--- src/rtl/imem_loader_pkg.sv ---
// Shared definitions for the instruction memory boot loader.
//   state_e      : loader FSM states
//   ERR_*        : err_code values reported on the top-level err_code port
package imem_loader_pkg;

  typedef enum logic [2:0] {
    StHdr0  = 3'd0,
    StHdr1  = 3'd1,
    StCheck = 3'd2,
    StData  = 3'd3,
    StCsum  = 3'd4,
    StDone  = 3'd5,
    StError = 3'd6
  } state_e;

  localparam logic [1:0] ERR_NONE = 2'b00;
  localparam logic [1:0] ERR_OVF  = 2'b01;
  localparam logic [1:0] ERR_CSUM = 2'b10;

endpackage

--- src/rtl/imem_loader_if.sv ---
// Bus bundle between the byte source / instruction memory and the loader.
//   in_valid, in_data, in_ready : byte stream valid/ready handshake
//   wr_en, wr_addr, wr_data     : instruction memory word-write port
// slave  : loader side (consumes bytes, drives the write port)
// master : environment side (produces bytes, observes the write port)
interface imem_loader_if;
  logic        in_valid;
  logic [7:0]  in_data;
  logic        in_ready;
  logic        wr_en;
  logic [31:0] wr_addr;
  logic [31:0] wr_data;

  modport slave (
    input  in_valid,
    input  in_data,
    output in_ready,
    output wr_en,
    output wr_addr,
    output wr_data
  );

  modport master (
    output in_valid,
    output in_data,
    input  in_ready,
    input  wr_en,
    input  wr_addr,
    input  wr_data
  );
endinterface

--- src/rtl/imem_loader_word_assembler.sv ---
// Collects four bytes little-endian into a 32-bit word.
//   clk_i        : clock
//   reset_i      : synchronous active-high reset
//   clr_i        : synchronous clear, drops any partially assembled word
//   byte_valid_i : a byte is accepted this cycle
//   byte_i       : byte value
//   word_valid_o : combinational, high on the cycle the 4th byte is accepted
//   word_o       : {byte_i, b2, b1, b0}, valid while word_valid_o is high
module word_assembler (
  input  logic        clk_i,
  input  logic        reset_i,
  input  logic        clr_i,
  input  logic        byte_valid_i,
  input  logic [7:0]  byte_i,
  output logic        word_valid_o,
  output logic [31:0] word_o
);

  logic [1:0]  idx_q, idx_d;
  logic [23:0] bytes_q, bytes_d;

  always_comb begin
    idx_d        = idx_q;
    bytes_d      = bytes_q;
    word_valid_o = 1'b0;
    word_o       = {byte_i, bytes_q};
    if (clr_i) begin
      idx_d   = 2'd0;
      bytes_d = 24'd0;
    end else if (byte_valid_i) begin
      idx_d = idx_q + 2'd1;
      unique case (idx_q)
        2'd0: bytes_d[7:0]   = byte_i;
        2'd1: bytes_d[15:8]  = byte_i;
        2'd2: bytes_d[23:16] = byte_i;
        2'd3: word_valid_o   = 1'b1;
        default: ;
      endcase
    end
  end

  always_ff @(posedge clk_i) begin
    if (reset_i) begin
      idx_q   <= 2'd0;
      bytes_q <= 24'd0;
    end else begin
      idx_q   <= idx_d;
      bytes_q <= bytes_d;
    end
  end

endmodule

--- src/rtl/imem_loader.sv ---
// Boot-time instruction memory loader.
// Consumes a byte stream: count (2 bytes LE), count x 32-bit LE words, XOR checksum byte.
// Each completed word is written to the instruction memory one cycle after its last byte.
// The core is held in reset until a load finishes with a matching checksum.
//   clk          : system clock
//   reset        : synchronous active-high reset
//   bus          : byte stream handshake + instruction memory write port (slave side)
//   start        : pulse, re-arms the loader from DONE or ERROR
//   core_reset   : high while the processor must stay in reset
//   busy         : load in progress
//   done         : load finished, checksum OK
//   error        : load aborted
//   err_code     : ERR_OVF (count too large) or ERR_CSUM (checksum mismatch)
//   words_loaded : number of words written in the current load
module imem_loader
  import imem_loader_pkg::*;
#(
  parameter logic [31:0] ADDR_BASE = 32'h0000_0000,
  parameter int unsigned MAX_WORDS = 256,
  parameter int unsigned CNT_W     = 16
) (
  input  logic             clk,
  input  logic             reset,
  imem_loader_if.slave     bus,
  input  logic             start,
  output logic             core_reset,
  output logic             busy,
  output logic             done,
  output logic             error,
  output logic [1:0]       err_code,
  output logic [CNT_W-1:0] words_loaded
);

  localparam logic [CNT_W-1:0] CntOne = CNT_W'(1);

  state_e           state_q, state_d;
  logic [CNT_W-1:0] count_q, count_d;
  logic [CNT_W-1:0] words_q, words_d;
  logic [7:0]       csum_q, csum_d;
  logic [1:0]       err_q, err_d;
  logic             wr_en_q, wr_en_d;
  logic [31:0]      wr_addr_q, wr_addr_d;
  logic [31:0]      wr_data_q, wr_data_d;

  logic        in_ready;
  logic        hs;
  logic        rearm;
  logic        word_valid;
  logic [31:0] word;

  assign hs    = bus.in_valid && in_ready;
  assign rearm = start && ((state_q == StDone) || (state_q == StError));

  word_assembler u_word_assembler (
    .clk_i        (clk),
    .reset_i      (reset),
    .clr_i        (rearm),
    .byte_valid_i (hs && (state_q == StData)),
    .byte_i       (bus.in_data),
    .word_valid_o (word_valid),
    .word_o       (word)
  );

  // State and datapath registers
  always_ff @(posedge clk) begin
    if (reset) begin
      state_q   <= StHdr0;
      count_q   <= '0;
      words_q   <= '0;
      csum_q    <= 8'd0;
      err_q     <= ERR_NONE;
      wr_en_q   <= 1'b0;
      wr_addr_q <= ADDR_BASE;
      wr_data_q <= 32'd0;
    end else begin
      state_q   <= state_d;
      count_q   <= count_d;
      words_q   <= words_d;
      csum_q    <= csum_d;
      err_q     <= err_d;
      wr_en_q   <= wr_en_d;
      wr_addr_q <= wr_addr_d;
      wr_data_q <= wr_data_d;
    end
  end

  // Next-state and datapath update
  always_comb begin
    state_d   = state_q;
    count_d   = count_q;
    words_d   = words_q;
    csum_d    = csum_q;
    err_d     = err_q;
    wr_en_d   = 1'b0;
    wr_addr_d = wr_addr_q;
    wr_data_d = wr_data_q;

    unique case (state_q)
      StHdr0: begin
        if (hs) begin
          count_d = CNT_W'(bus.in_data);
          csum_d  = csum_q ^ bus.in_data;
          state_d = StHdr1;
        end
      end
      StHdr1: begin
        if (hs) begin
          count_d = CNT_W'({bus.in_data, count_q[7:0]});
          csum_d  = csum_q ^ bus.in_data;
          state_d = StCheck;
        end
      end
      StCheck: begin
        if (32'(count_q) > MAX_WORDS) begin
          err_d   = ERR_OVF;
          state_d = StError;
        end else if (count_q == '0) begin
          state_d = StCsum;
        end else begin
          state_d = StData;
        end
      end
      StData: begin
        if (hs) begin
          csum_d = csum_q ^ bus.in_data;
        end
        if (word_valid) begin
          wr_en_d   = 1'b1;
          wr_data_d = word;
          wr_addr_d = ADDR_BASE + 32'({words_q, 2'b00});
          words_d   = words_q + CntOne;
          if (words_q == count_q - CntOne) begin
            state_d = StCsum;
          end
        end
      end
      StCsum: begin
        if (hs) begin
          if (bus.in_data == csum_q) begin
            state_d = StDone;
          end else begin
            err_d   = ERR_CSUM;
            state_d = StError;
          end
        end
      end
      StDone, StError: begin
        if (start) begin
          state_d = StHdr0;
          count_d = '0;
          words_d = '0;
          csum_d  = 8'd0;
          err_d   = ERR_NONE;
        end
      end
      default: state_d = StHdr0;
    endcase
  end

  // Outputs: status decoded from state, write port straight from registers
  always_comb begin
    in_ready     = 1'b0;
    done         = (state_q == StDone);
    error        = (state_q == StError);
    busy         = !((state_q == StDone) || (state_q == StError));
    core_reset   = (state_q != StDone);
    err_code     = err_q;
    words_loaded = words_q;
    unique case (state_q)
      StHdr0, StHdr1, StData, StCsum: in_ready = !reset;
      default:                        in_ready = 1'b0;
    endcase
    bus.in_ready = in_ready;
    bus.wr_en    = wr_en_q;
    bus.wr_addr  = wr_addr_q;
    bus.wr_data  = wr_data_q;
  end

endmodule

--- src/flat_wrapper.sv ---
// flat-port wrapper written by rule: the top's interface ports become plain ports
module imem_loader_flat import imem_loader_pkg::*;
#(
  parameter logic [31:0] ADDR_BASE = 32'h0000_0000,
  parameter int unsigned MAX_WORDS = 256,
  parameter int unsigned CNT_W     = 16
)
  (clk, reset, start, core_reset, busy, done, error, err_code, words_loaded, bus_in_valid, bus_in_data, bus_in_ready, bus_wr_en, bus_wr_addr, bus_wr_data);
  imem_loader_if bus_i ();
  input  logic clk;
  input  logic reset;
  input  logic start;
  output logic core_reset;
  output logic busy;
  output logic done;
  output logic error;
  output logic [1:0] err_code;
  output logic [CNT_W-1:0] words_loaded;
  input wire logic [$bits(bus_i.in_valid)-1:0] bus_in_valid;
  input wire logic [$bits(bus_i.in_data)-1:0] bus_in_data;
  output wire logic [$bits(bus_i.in_ready)-1:0] bus_in_ready;
  output wire logic [$bits(bus_i.wr_en)-1:0] bus_wr_en;
  output wire logic [$bits(bus_i.wr_addr)-1:0] bus_wr_addr;
  output wire logic [$bits(bus_i.wr_data)-1:0] bus_wr_data;
  assign bus_i.in_valid = bus_in_valid;
  assign bus_i.in_data = bus_in_data;
  assign bus_in_ready = bus_i.in_ready;
  assign bus_wr_en = bus_i.wr_en;
  assign bus_wr_addr = bus_i.wr_addr;
  assign bus_wr_data = bus_i.wr_data;
  imem_loader #(.ADDR_BASE(ADDR_BASE), .MAX_WORDS(MAX_WORDS), .CNT_W(CNT_W)) u_core (.clk(clk), .reset(reset), .bus(bus_i), .start(start), .core_reset(core_reset), .busy(busy), .done(done), .error(error), .err_code(err_code), .words_loaded(words_loaded));
endmodule
--- config.mk ---
export PLATFORM = sky130hd
export DESIGN_NAME = imem_loader_flat
export DESIGN_NICKNAME = d
export VERILOG_FILES = /design/src/rtl/imem_loader_pkg.sv /design/src/rtl/imem_loader_if.sv /design/src/rtl/imem_loader_word_assembler.sv /design/src/rtl/imem_loader.sv /design/src/flat_wrapper.sv
export SDC_FILE = /design/constraint.sdc
export NUM_CORES = 1
export LEC_CHECK = 0
export ABC_CLOCK_PERIOD_IN_PS = 8650
export CAP_MARGIN = 10
export CORE_AREA = 2 2 105 107
export DETAILED_ROUTE_END_ITERATION = 6
export DIE_AREA = 0 0 107 109
export MAX_ROUTING_LAYER = met4
export PLACE_DENSITY_LB_ADDON = 0.08
export SLEW_MARGIN = 0
export SYNTH_ARGS = -nofsm -noshare
export SYNTH_HDL_FRONTEND = slang
export SYNTH_HIERARCHICAL = 1
export SYNTH_SLANG_ARGS = --single-unit
--- constraint.sdc ---
create_clock -name clk -period 8.65 [get_ports clk]
set_input_delay 1.2975 -clock clk [delete_from_list [all_inputs] [get_ports clk]]
set_output_delay 1.2975 -clock clk [all_outputs]
set_load 0.01 [all_outputs]
# After elaboration in Yosys (flattened, before gate mapping)
# Cells that the tools add are included.
dict set report totals {
  ff_bits 120
  n_memories 0
  ramBits 0
  output_inout_bits 88
  latch_bits 0
  word_cells 99
  inputBits 12
  romBits 0
}
dict set report classes {
  order_cmp 1
  n_addsub 3
  bitwise 3
  reduce_logical 29
  shifts 0
  div_mod_pow 0
  n_eq_ne 21
  muxes 29
  mul 0
}
# cell count
set op_table {}
lappend op_table {{$mux 16} 4}
lappend op_table {{$pmux 16 s3} 1}
lappend op_table {{$pmux 16 s2} 1}
lappend op_table {{$mux 3} 8}
lappend op_table {{$pmux 3 s6} 1}
lappend op_table {{$add 16x1->16 const B} 1}
lappend op_table {{$eq 16x16->1} 1}
lappend op_table {{$gt 16x9->1 const B} 1}
lappend op_table {{$logic_not 16->1} 1}
lappend op_table {{$mux 8} 2}
lappend op_table {{$pmux 8 s2} 1}
lappend op_table {{$sub 16x1->16 const B} 1}
lappend op_table {{$mux 2} 5}
lappend op_table {{$ne 2x1->1 const B} 5}
lappend op_table {{$eq 3x3->1 const B} 3}
lappend op_table {{$eq 8x8->1} 1}
lappend op_table {{$ne 2x2->1 const B} 4}
lappend op_table {{$reduce_and 2->1} 4}
lappend op_table {{$reduce_and 4->1} 2}
lappend op_table {{$xor 8x8->8} 1}
lappend op_table {{$eq 3x2->1 const B} 2}
lappend op_table {{$pmux 2 s3} 1}
lappend op_table {{$reduce_and 3->1} 2}
lappend op_table {{$reduce_and 6->1} 1}
lappend op_table {{other kinds (18)} 32}

# Depth between registers and ports, before layout
# Gate-level depths: netlist of the first run.
dict set report logic_depth {
  ltp_word 9
  mapped_depth 15
  mapped_depth_nobuf 12
}

# Modules after synthesis
# Netlist of the first run, hierarchy kept.
# module area_each_um2 cells_per_inst n_inst seq_area_each_um2
set modules_own_cells {}
lappend modules_own_cells {imem_loader 4574.4 594 1 1881.8}
lappend modules_own_cells {word_assembler 1382.6 133 1 520.5}

# Least setup slack after synthesis of the first run
# Ideal clock, no wire load.
dict set report synth_path {
  path_kind {input to register}
  start {input port reset}
  end {register u_core.words_q[13], in the netlist u_core/words_loaded[13]}
  setup_ns 0.128
  stages 13
  required_ns 8.522
  arrival_ns 3.380
  n_path_buf 3
  slack_ns 5.143
  cell_sequence {nand2b_1 > nor3_1 > buf_6 > buf_4 > and3b_2 > and4b_1 > clkbuf_1 > a31oi_1 > nand4b_1 > nor2_1 > nand3_1 > xor2_1 > nor2_1}
}
dict set report synth_between {
  elab_chain_cells 8
}
# element line
set synth_rtl {}
lappend synth_rtl {{start, declared} flat_wrapper.sv:11} ;# input logic reset;
lappend synth_rtl {{$logic_not 1->1} imem_loader.sv:170} ;# StHdr0, StHdr1, StData, StCsum: in_ready = !reset;
lappend synth_rtl {{$mux 1} imem_loader.sv:169} ;# unique case (state_q)
lappend synth_rtl {{$logic_and 1x1->1} imem_loader.sv:51} ;# assign hs = bus.in_valid && in_ready;
lappend synth_rtl {{$logic_and 1x1->1} imem_loader.sv:58} ;# .byte_valid_i (hs && (state_q == StData)),
lappend synth_rtl {{$mux 1} imem_loader_word_assembler.sv:30} ;# end else if (byte_valid_i) begin
lappend synth_rtl {{$mux 1} imem_loader_word_assembler.sv:27} ;# if (clr_i) begin
lappend synth_rtl {{net u_core.word_valid} imem_loader.sv:48} ;# logic word_valid;
lappend synth_rtl {{$ne 2x2->1 (no line)} n/a}
lappend synth_rtl {{$reduce_and 3->1 (no line)} n/a}
lappend synth_rtl {{end signal, assigned} imem_loader.sv:78} ;# words_q <= words_d;
lappend synth_rtl {{end, declared} imem_loader.sv:38} ;# logic [CNT_W-1:0] words_q, words_d;
# The timed path passes the listed nets, and every way through them passes these cells.
# A chain may end at the register's enable or synchronous reset.

# Worst setup path after layout of the first run
dict set report layout_path {
  start {input port reset}
  end {register u_core.words_q[15], in the netlist u_core/words_loaded[15]}
}
# Same word-level chain as after synthesis.

==> results of run 1 <==
tightest hold or removal path, stage by stage, from the launching register on:
cell,delay (ns)
dfxtp_1,0.30
nand2_1,0.05
a21oi_1,0.05
metrics by stage:
step                      hold WS, ns  util (%)  area [um2]  total power (W)
after floorplan                 0.426         -        6010         0.000673
after global placement          0.436      61.9        6560         0.000694
after detailed placement        0.443      61.9        6560         0.000696
after CTS                       0.451      67.8        7190          0.00144
after global routing            0.470      67.9        7200          0.00149
final                           0.449      67.9        7200          0.00144
synthesized netlist by cell type (5+ instances only):
cell type and instances:
nand2_1 134, dfxtp_1 120, a21oi_1 90, nand3_1 51, nor2_1 45, clkbuf_1 33
xor2_1 28, buf_4 27, a21bo_2 24, a21oi_2 18, xnor2_1 13, o21ai_0 12
nand3b_1 11, nor3_1 11, inv_1 10, buf_6 9, nor2b_1 9, ha_1 7
nand2b_1 5, nor4_1 5
worst max-delay path by stage:
stage                from                                   end  depth (start not counted)
finish              reset  u_core/words_loaded[15]$_SDFFE_PP0P_                         13
global route        reset   u_core/words_loaded[9]$_SDFFE_PP0P_                         13
CTS                 reset  u_core/words_loaded[15]$_SDFFE_PP0P_                         13
detailed placement  reset  u_core/words_loaded[15]$_SDFFE_PP0P_                         13
global placement    reset  u_core/words_loaded[13]$_SDFFE_PP0P_                         13
floorplan           reset  u_core/words_loaded[13]$_SDFFE_PP0P_                         13
sequential cells by signal, indices dropped and copies added, names as in the netlist:
register and count:
u_core/bus.wr_data 32, u_core/u_word_assembler/bytes_q 24, u_core/bus.wr_addr 16, u_core/count_q 16, u_core/words_loaded 16, u_core/csum_q 8
u_core/state_q 3, u_core/err_code 2, u_core/u_word_assembler/idx_q 2, u_core/bus.wr_en 1
logic make-up after synthesis:
kind of cell / Yosys count
muxes: 6
adders and majority gates: 7
DFF: 120
xor gates and xnor gates: 41
AOI/OAI and AO/OA: 170
and+or+nand+nor: 295
buffers and inverters: 87
other: 1
cell type report:
cell class / count / area [um2]
clock buffer: 23 / 457
inverter: 11 / 41.3
multi-input combinational: 535 / 3100
tap: 140 / 175
fill: 875 / 3400
sequential: 120 / 2400
timing repair buffer: 86 / 856
clock inverter: 8 / 169
per-layer routing:
layer	routed length, um	share of wire [%]
met4	159	1.1
met5	0	0
met3	661	4.7
met2	6730	48
met1	6600	47
report_power, final:
part           internal (W)  switching [W]  total [W]  leakage, nW
clock network      0.000510       0.000239   0.000749        0.306
registers          0.000561      0.0000123   0.000573        0.968
logic             0.0000428      0.0000719   0.000115         1.25
==> summary.md, run 1 <==
| Metric | Value |
|---|---|
| Crit path DAT | `5.15 ns` |
| Power per cell area | `roughly 200 mW/mm2` |
| Initial Utilization | `a little under three fifths` |
| Simple-Gate Fraction of Synth Area | `between 20% and 30%` |
| Max Slew Vio Count | `0` |
| Slew headroom | `between 20% and 30%` |
| Max FO, Critical Path | `89` |
| Dpl hpwl | `around 9.1 mm` |
| Register bit total from synthesis | `120` |
| Number of DRC markers in iteration 0 | `between 300 and 400` |
| I/O pins | `100` |
| Mapped Area | `0.00596 mm2` |
| Critical path type | `primary input to flop` |
| R2r endpoint | `u_core/words_loaded[15]$_SDFFE_PP0P_` |
| Final setup margin | `3.90 ns` |
| GR Layer Usage met3 | `under 10%` |
| Hold path depth | `2` |
| Vias per inst | `5.43` |
| Worst-Margin Slew | `1.06 ns` |
| Clk_lat worst skew | `roughly 0.52 ns` |
| Initial antenna violation count | `0` |
| Core area | `0.0106 mm2` |
| Syn avg cell area | `8.19 um2` |
| Synth-to-Final Area Change | `20.9%` |
| Fmax | `about 210 MHz` |
| Worst r2r path cells | `12` |
| Number of distinct library cells after synthesis | `59` |
| DRC | `0` |
| Met1 usage in global routing | `between 30% and 40%` |
| Final Hold Fails | `0` |
| Final period util | `between 50% and 60%` |
| Final RePlAce weighted congestion | `~0.84` |
| Top Usage Layer GRT | `met2` |
| # resized after CTS | `0` |
| Largest family of logic cells by synthesized area | `simple AND/OR/NAND/NOR gates` |
| Final setup fails | `0` |
| Vias | `approximately 5000` |
| Pre-CTS WS | `3.38 ns` |
| Final Non-Filler Cells | `about 900` |
| Vias in the first global route | `approximately 4700` |
| Yosys warning total | `6` |
| Row count | `38` |
| Xor and xnor area share after synthesis | `about 6%` |
| Cell count after placement | `about 890` |
| P_leak | `2.53 nW` |
| CTS Buffer Depth | `2` |
| Peak supply drop | `114 uV` |
| Synthesized instance count | `just over 700` |
| Delay of the slowest critical-path stage | `0.91 ns` |
| DIE HEIGHT | `109 um` |
| Grt ovf | `0` |
| Yosys top cell area share | `40.3%` |
| Reg2Reg Launch Point | `u_core/state_q[1]$_SDFFE_PP0P_` |
| Critical hold path startpoint | `u_core/u_word_assembler/bytes_q[16]$_SDFFE_PP0P_` |
| Async SR Flop Fraction | `0%` |
| Unrepaired setup endpoints after global routing | `no` |
| Top cells by area, synth | `dfxtp_1 40%, nand2_1 8.4%, a21oi_1 7.6%` |
| Crit-path leading delay family | `simple AND/OR/NAND/NOR gates` |
| Die width | `107 um` |
| Clock-pin slew on the worst setup and hold paths | `~0.05 ns` |
| CP bufs+invs | `3` |
| Global-route usage over all layers | `about a quarter` |
| Cell with the largest stage delay on the worst path | `and4b_2` |
| Top_reg_cell synth | `dfxtp_1` |
| DR WL/cell | `about 15 um` |
| Min-Delay Endpoint | `u_core/bus.wr_data[16]$_SDFFE_PP0P_` |
| Number of synthesized flops with an enable pin | `0` |
| Ant diodes | `0` |
| CTS sink cnt | `between 100 and 150` |
| Met2 GRT Util | `a little over 40%` |
| Clock skew | `about 0.0069 ns` |
| TritonCTS buffer count | `17` |
| Area leader, netlist | `dfxtp_1` |
| Crit path launch type | `primary input` |
| Compound-Gate Fraction of Synth Area | `about a fifth` |
| Final WL | `14.1 mm` |
| Fin nets | `790` |
| Most frequent cells in the layout | `134 x nand2_1, 120 x dfxtp_1, 90 x a21oi_1` |
| Final min period | `roughly 4.7 ns` |
| Req. time, crit path | `just over 9 ns` |
| Mux contribution to synthesized area | `1.16%` |
| Sequential area share after synthesis | `between 40% and 50%` |
| CTS H-tree depth | `4` |
| Post-Synth Adder-Cell Area | `1.47%` |
| DIE AREA | `between 0.01 and 0.015 mm2` |
| Clk root buf | `clkbuf_8` |
| First-pass iteration count of the detailed router | `4` |
| Crit end category | `flop` |
| Post-CTS setup buffers | `0` |
| Largest net degree at the start of global routing | `90` |
| CP cell instances | `buf_2, buf_4, nand2b_1, nor3_2, buf_4, and3b_2, and4b_2, a31oi_1, nand4b_1, nor2_1, nand3_1, xor2_1, nor2_1` |
| Outcome | `completed` |
| Post-DRT Antenna Nets | `0` |
| Share of post-route cells with drive strength above 1 | `a little under an eighth` |
| Worst hold path type | `flop to flop` |
| Max Cap Viol | `0` |
| CTS tree | `yes` |
| Worst reg2reg setup slack | `between 4 and 5 ns` |
| First-pass GRT wire length | `~23 mm` |
| Commonest non-fill, non-tap cell in the layout | `nand2_1` |
| IO buf count | `83` |
| Hold-fix buffers at CTS | `0` |
| Final setup TNS | `0 ns` |
(Power assumes the default switching activity.)
==> inputs of run 2 (changes only) <==
Settings changed: ABC_CLOCK_PERIOD_IN_PS 8650 to 4300, CORE_AREA 2 2 105 107 to 2 2 115 117, DIE_AREA 0 0 107 109 to 0 0 117 119.
Clock period 8.65 ns to 4.3 ns, I/O delays scaled along.
==> summary.md, run 2 (synthesis results as in run 1) <==
| Metric | Value |
|---|---|
| Die width | `117 um (+9.3%)` |
| Max FFs per register | `32 (unchanged)` |
| Largest net degree at the start of global routing | `51 (-43%)` |
| Commonest non-fill, non-tap cell in the layout | `nand2_1` |
| Clk_lat worst skew | `0.42 ns (-0.10 ns)` |
| Dpl hpwl | `9.96 mm (+9.8%)` |
| Ant diodes | `0 (unchanged)` |
| Crit path DAT | `3.53 ns (-1.62 ns)` |
| Vias in the first global route | `4804 (+2.4%)` |
| Final period util | `between 70% and 80%` |
| M1 WL | `6.70 mm (+1.5%)` |
| Max Slew Vio Count | `0 (unchanged)` |
| R2r endpoint | `u_core/words_loaded[10]$_SDFFE_PP0P_` |
| Fillers | `1220 (+39%)` |
| Power per cell area | `389 mW/mm2 (+95%)` |
| CP cell instances | `xor2_1, and2_1, inv_2, nor2_1, and3b_2, and4b_2, a31oi_1, and3b_1, nor2b_1, nand4_1, xor2_1, nor2_1` |
| DIE HEIGHT | `119 um (+9.2%)` |
| Critical hold path startpoint | `u_core/u_word_assembler/bytes_q[14]$_SDFFE_PP0P_` |
| Worst r2r path cells | `12 (unchanged)` |
| DR WL/cell | `15.1 um (-1.4%)` |
| Number of DRC markers in iteration 0 | `309 (-17%)` |
| Slew headroom | `38.7% (+9.3 points)` |
| Final Total Pwr | `0.00282 W (+96%)` |
| Final setup TNS | `0 ns (unchanged)` |
| Share of post-route cells with drive strength above 1 | `12.4% (+0.93 points)` |
| Clk root buf | `clkbuf_16` |
| Worst-Margin Slew | `0.913 ns (-0.147 ns)` |
| Met2 routed WL | `6.84 mm (+1.7%)` |
| Sequential cell area | `0.00240 mm2 (unchanged)` |
| Row count | `42 (+11%)` |
| Clock-pin slew on the worst setup and hold paths | `0.06 ns (about the same)` |
| First-pass GRT wire length | `24.0 mm (+3.0%)` |
| Crit end category | `flop` |
| DR WL met3 | `744 um (+13%)` |
| Delay of the slowest critical-path stage | `0.62 ns (-0.29 ns)` |
| DIE AREA | `0.0139 mm2 (+19%)` |
| Reg2Reg Launch Point | `u_core/state_q[0]$_SDFFE_PP0P_` |
| Hold-fix buffers at CTS | `0 (unchanged)` |
| Crit path launch type | `flop` |
| Multi-input gate area | `0.00310 mm2 (unchanged)` |
| # resized after CTS | `0 (unchanged)` |
| CTS H-tree depth | `4 (unchanged)` |
| CTS sink cnt | `120 (unchanged)` |
| Final setup fails | `0 (unchanged)` |
| Fin nets | `795 (+0.63%)` |
| Final WL | `14.6 mm (+3.1%)` |
| Max FO, Critical Path | `14 (-84%)` |
| Most frequent cells in the layout | `134 x nand2_1, 120 x dfxtp_1, 90 x a21oi_1` |
| P_leak | `2.53 nW (about the same)` |
| I/O pins | `100 (unchanged)` |
| Fmax | `roughly 300 MHz` |
| DRC | `0 (unchanged)` |
| Worst hold slack | `0.450 ns (+0.00109 ns)` |
| Worst reg2reg setup slack | `1.07 ns (-3.46 ns)` |
| Clock skew | `0.00798 ns (+0.00111 ns)` |
| Hold path depth | `2 (unchanged)` |
| Max Cap Viol | `0 (unchanged)` |
| Crit-path leading delay family | `simple AND/OR/NAND/NOR gates` |
| Vias per inst | `5.21 (-4.0%)` |
| Final min period | `3.23 ns` |
| Post-DRT Antenna Nets | `0 (unchanged)` |
| Vias | `5026 (+0.32%)` |
| IO buf count | `83 (unchanged)` |
| Min-Delay Endpoint | `u_core/bus.wr_data[14]$_SDFFE_PP0P_` |
| Final Hold Fails | `0 (unchanged)` |
| Global-route usage over all layers | `22.6% (-3.5 points)` |
| CTS tree | `yes` |
| CTS Buffer Depth | `2 (unchanged)` |
| CP bufs+invs | `1 (-2)` |
| Core area | `0.0129 mm2 (+21%)` |
| Peak supply drop | `199 uV (+74%)` |
| Critical path type | `flop to flop` |
| Worst hold path type | `flop to flop` |
| First-pass iteration count of the detailed router | `5 (+1)` |
| Unrepaired setup endpoints after global routing | `no` |
| TritonCTS buffer count | `17 (unchanged)` |
| Grt ovf | `0 (unchanged)` |
| Max Used Layer | `met4` |
| Cell with the largest stage delay on the worst path | `dfxtp_1` |
| Outcome | `completed` |
| Req. time, crit path | `4.60 ns (-4.45 ns)` |
| Synth-to-Final Area Change | `21.7%` |
| Initial Utilization | `46.3% (-9.9 points)` |
| Post-CTS setup buffers | `0 (unchanged)` |
| Initial antenna violation count | `0 (unchanged)` |
| Final RePlAce weighted congestion | `0.894 (+6.2%)` |
## run 2: layout make-up
type,count,share of cell area (%)
flip-flops and latches,120,33.1
clock buffers,20,6.16
repair buffers,91,12.2
multi-input cells,535,42.8
inverters,11,0.569
clock inverters,12,2.07
well taps,176,3.04
## run 2: how the worst max path moves through the flow
stage / to / depth (start not counted) / from / slack, ns
CTS: u_core/words_loaded[9]$_SDFFE_PP0P_ / 12 / u_core/state_q[0]$_SDFFE_PP0P_ / 1.08
detailed placement: u_core/words_loaded[10]$_SDFFE_PP0P_ / 12 / u_core/state_q[0]$_SDFFE_PP0P_ / 1.09
global route: u_core/words_loaded[11]$_SDFFE_PP0P_ / 12 / u_core/state_q[0]$_SDFFE_PP0P_ / 0.72
floorplan: u_core/words_loaded[13]$_SDFFE_PP0P_ / 15 / u_core/state_q[2]$_SDFFE_PP0P_ / 1.37
finish: u_core/words_loaded[10]$_SDFFE_PP0P_ / 12 / u_core/state_q[0]$_SDFFE_PP0P_ / 1.07
global placement: u_core/state_q[1]$_SDFFE_PP0P_ / 8 / bus_in_valid / 1.13
## run 2: routing by layer
metal | up-vias | GRT usage (%)
li1 | 2525 | -
met1 | 2335 | 29.1
met2 | 143 | 34.5
met3 | 23 | 5.04
met4 | 0 | 9.19
met5 | - | -
## run 2: worst reg2reg max path, stage by stage (launching register included)
cell     delay (ns)
dfxtp_1        0.62
xor2_1         0.26
and2_1         0.41
inv_2          0.17
nor2_1         0.17
and3b_2        0.25
and4b_2        0.23
a31oi_1        0.28
and3b_1        0.25
nor2b_1        0.18
nand4_1        0.11
xor2_1         0.14
nor2_1         0.05
## run 2: stage by stage
stage	instance area, um2	utilization (%)	std cells	setup WS (ns)
global placement	6650	51.7	933	1.13
detailed placement	6650	51.7	933	1.09
global route	7250	56.3	965	0.722
finish	7250	56.3	965	1.07
CTS	7250	56.3	965	1.08
floorplan	6010	-	742	1.37
## run 2: where the power goes
part	internal, W	switching (W)	leakage [nW]
Clock	0.000923	0.000511	0.286
Combinational	0.0000873	0.000146	1.27
Sequential	0.00113	0.0000227	0.968
Total	0.00214	0.000680	2.53
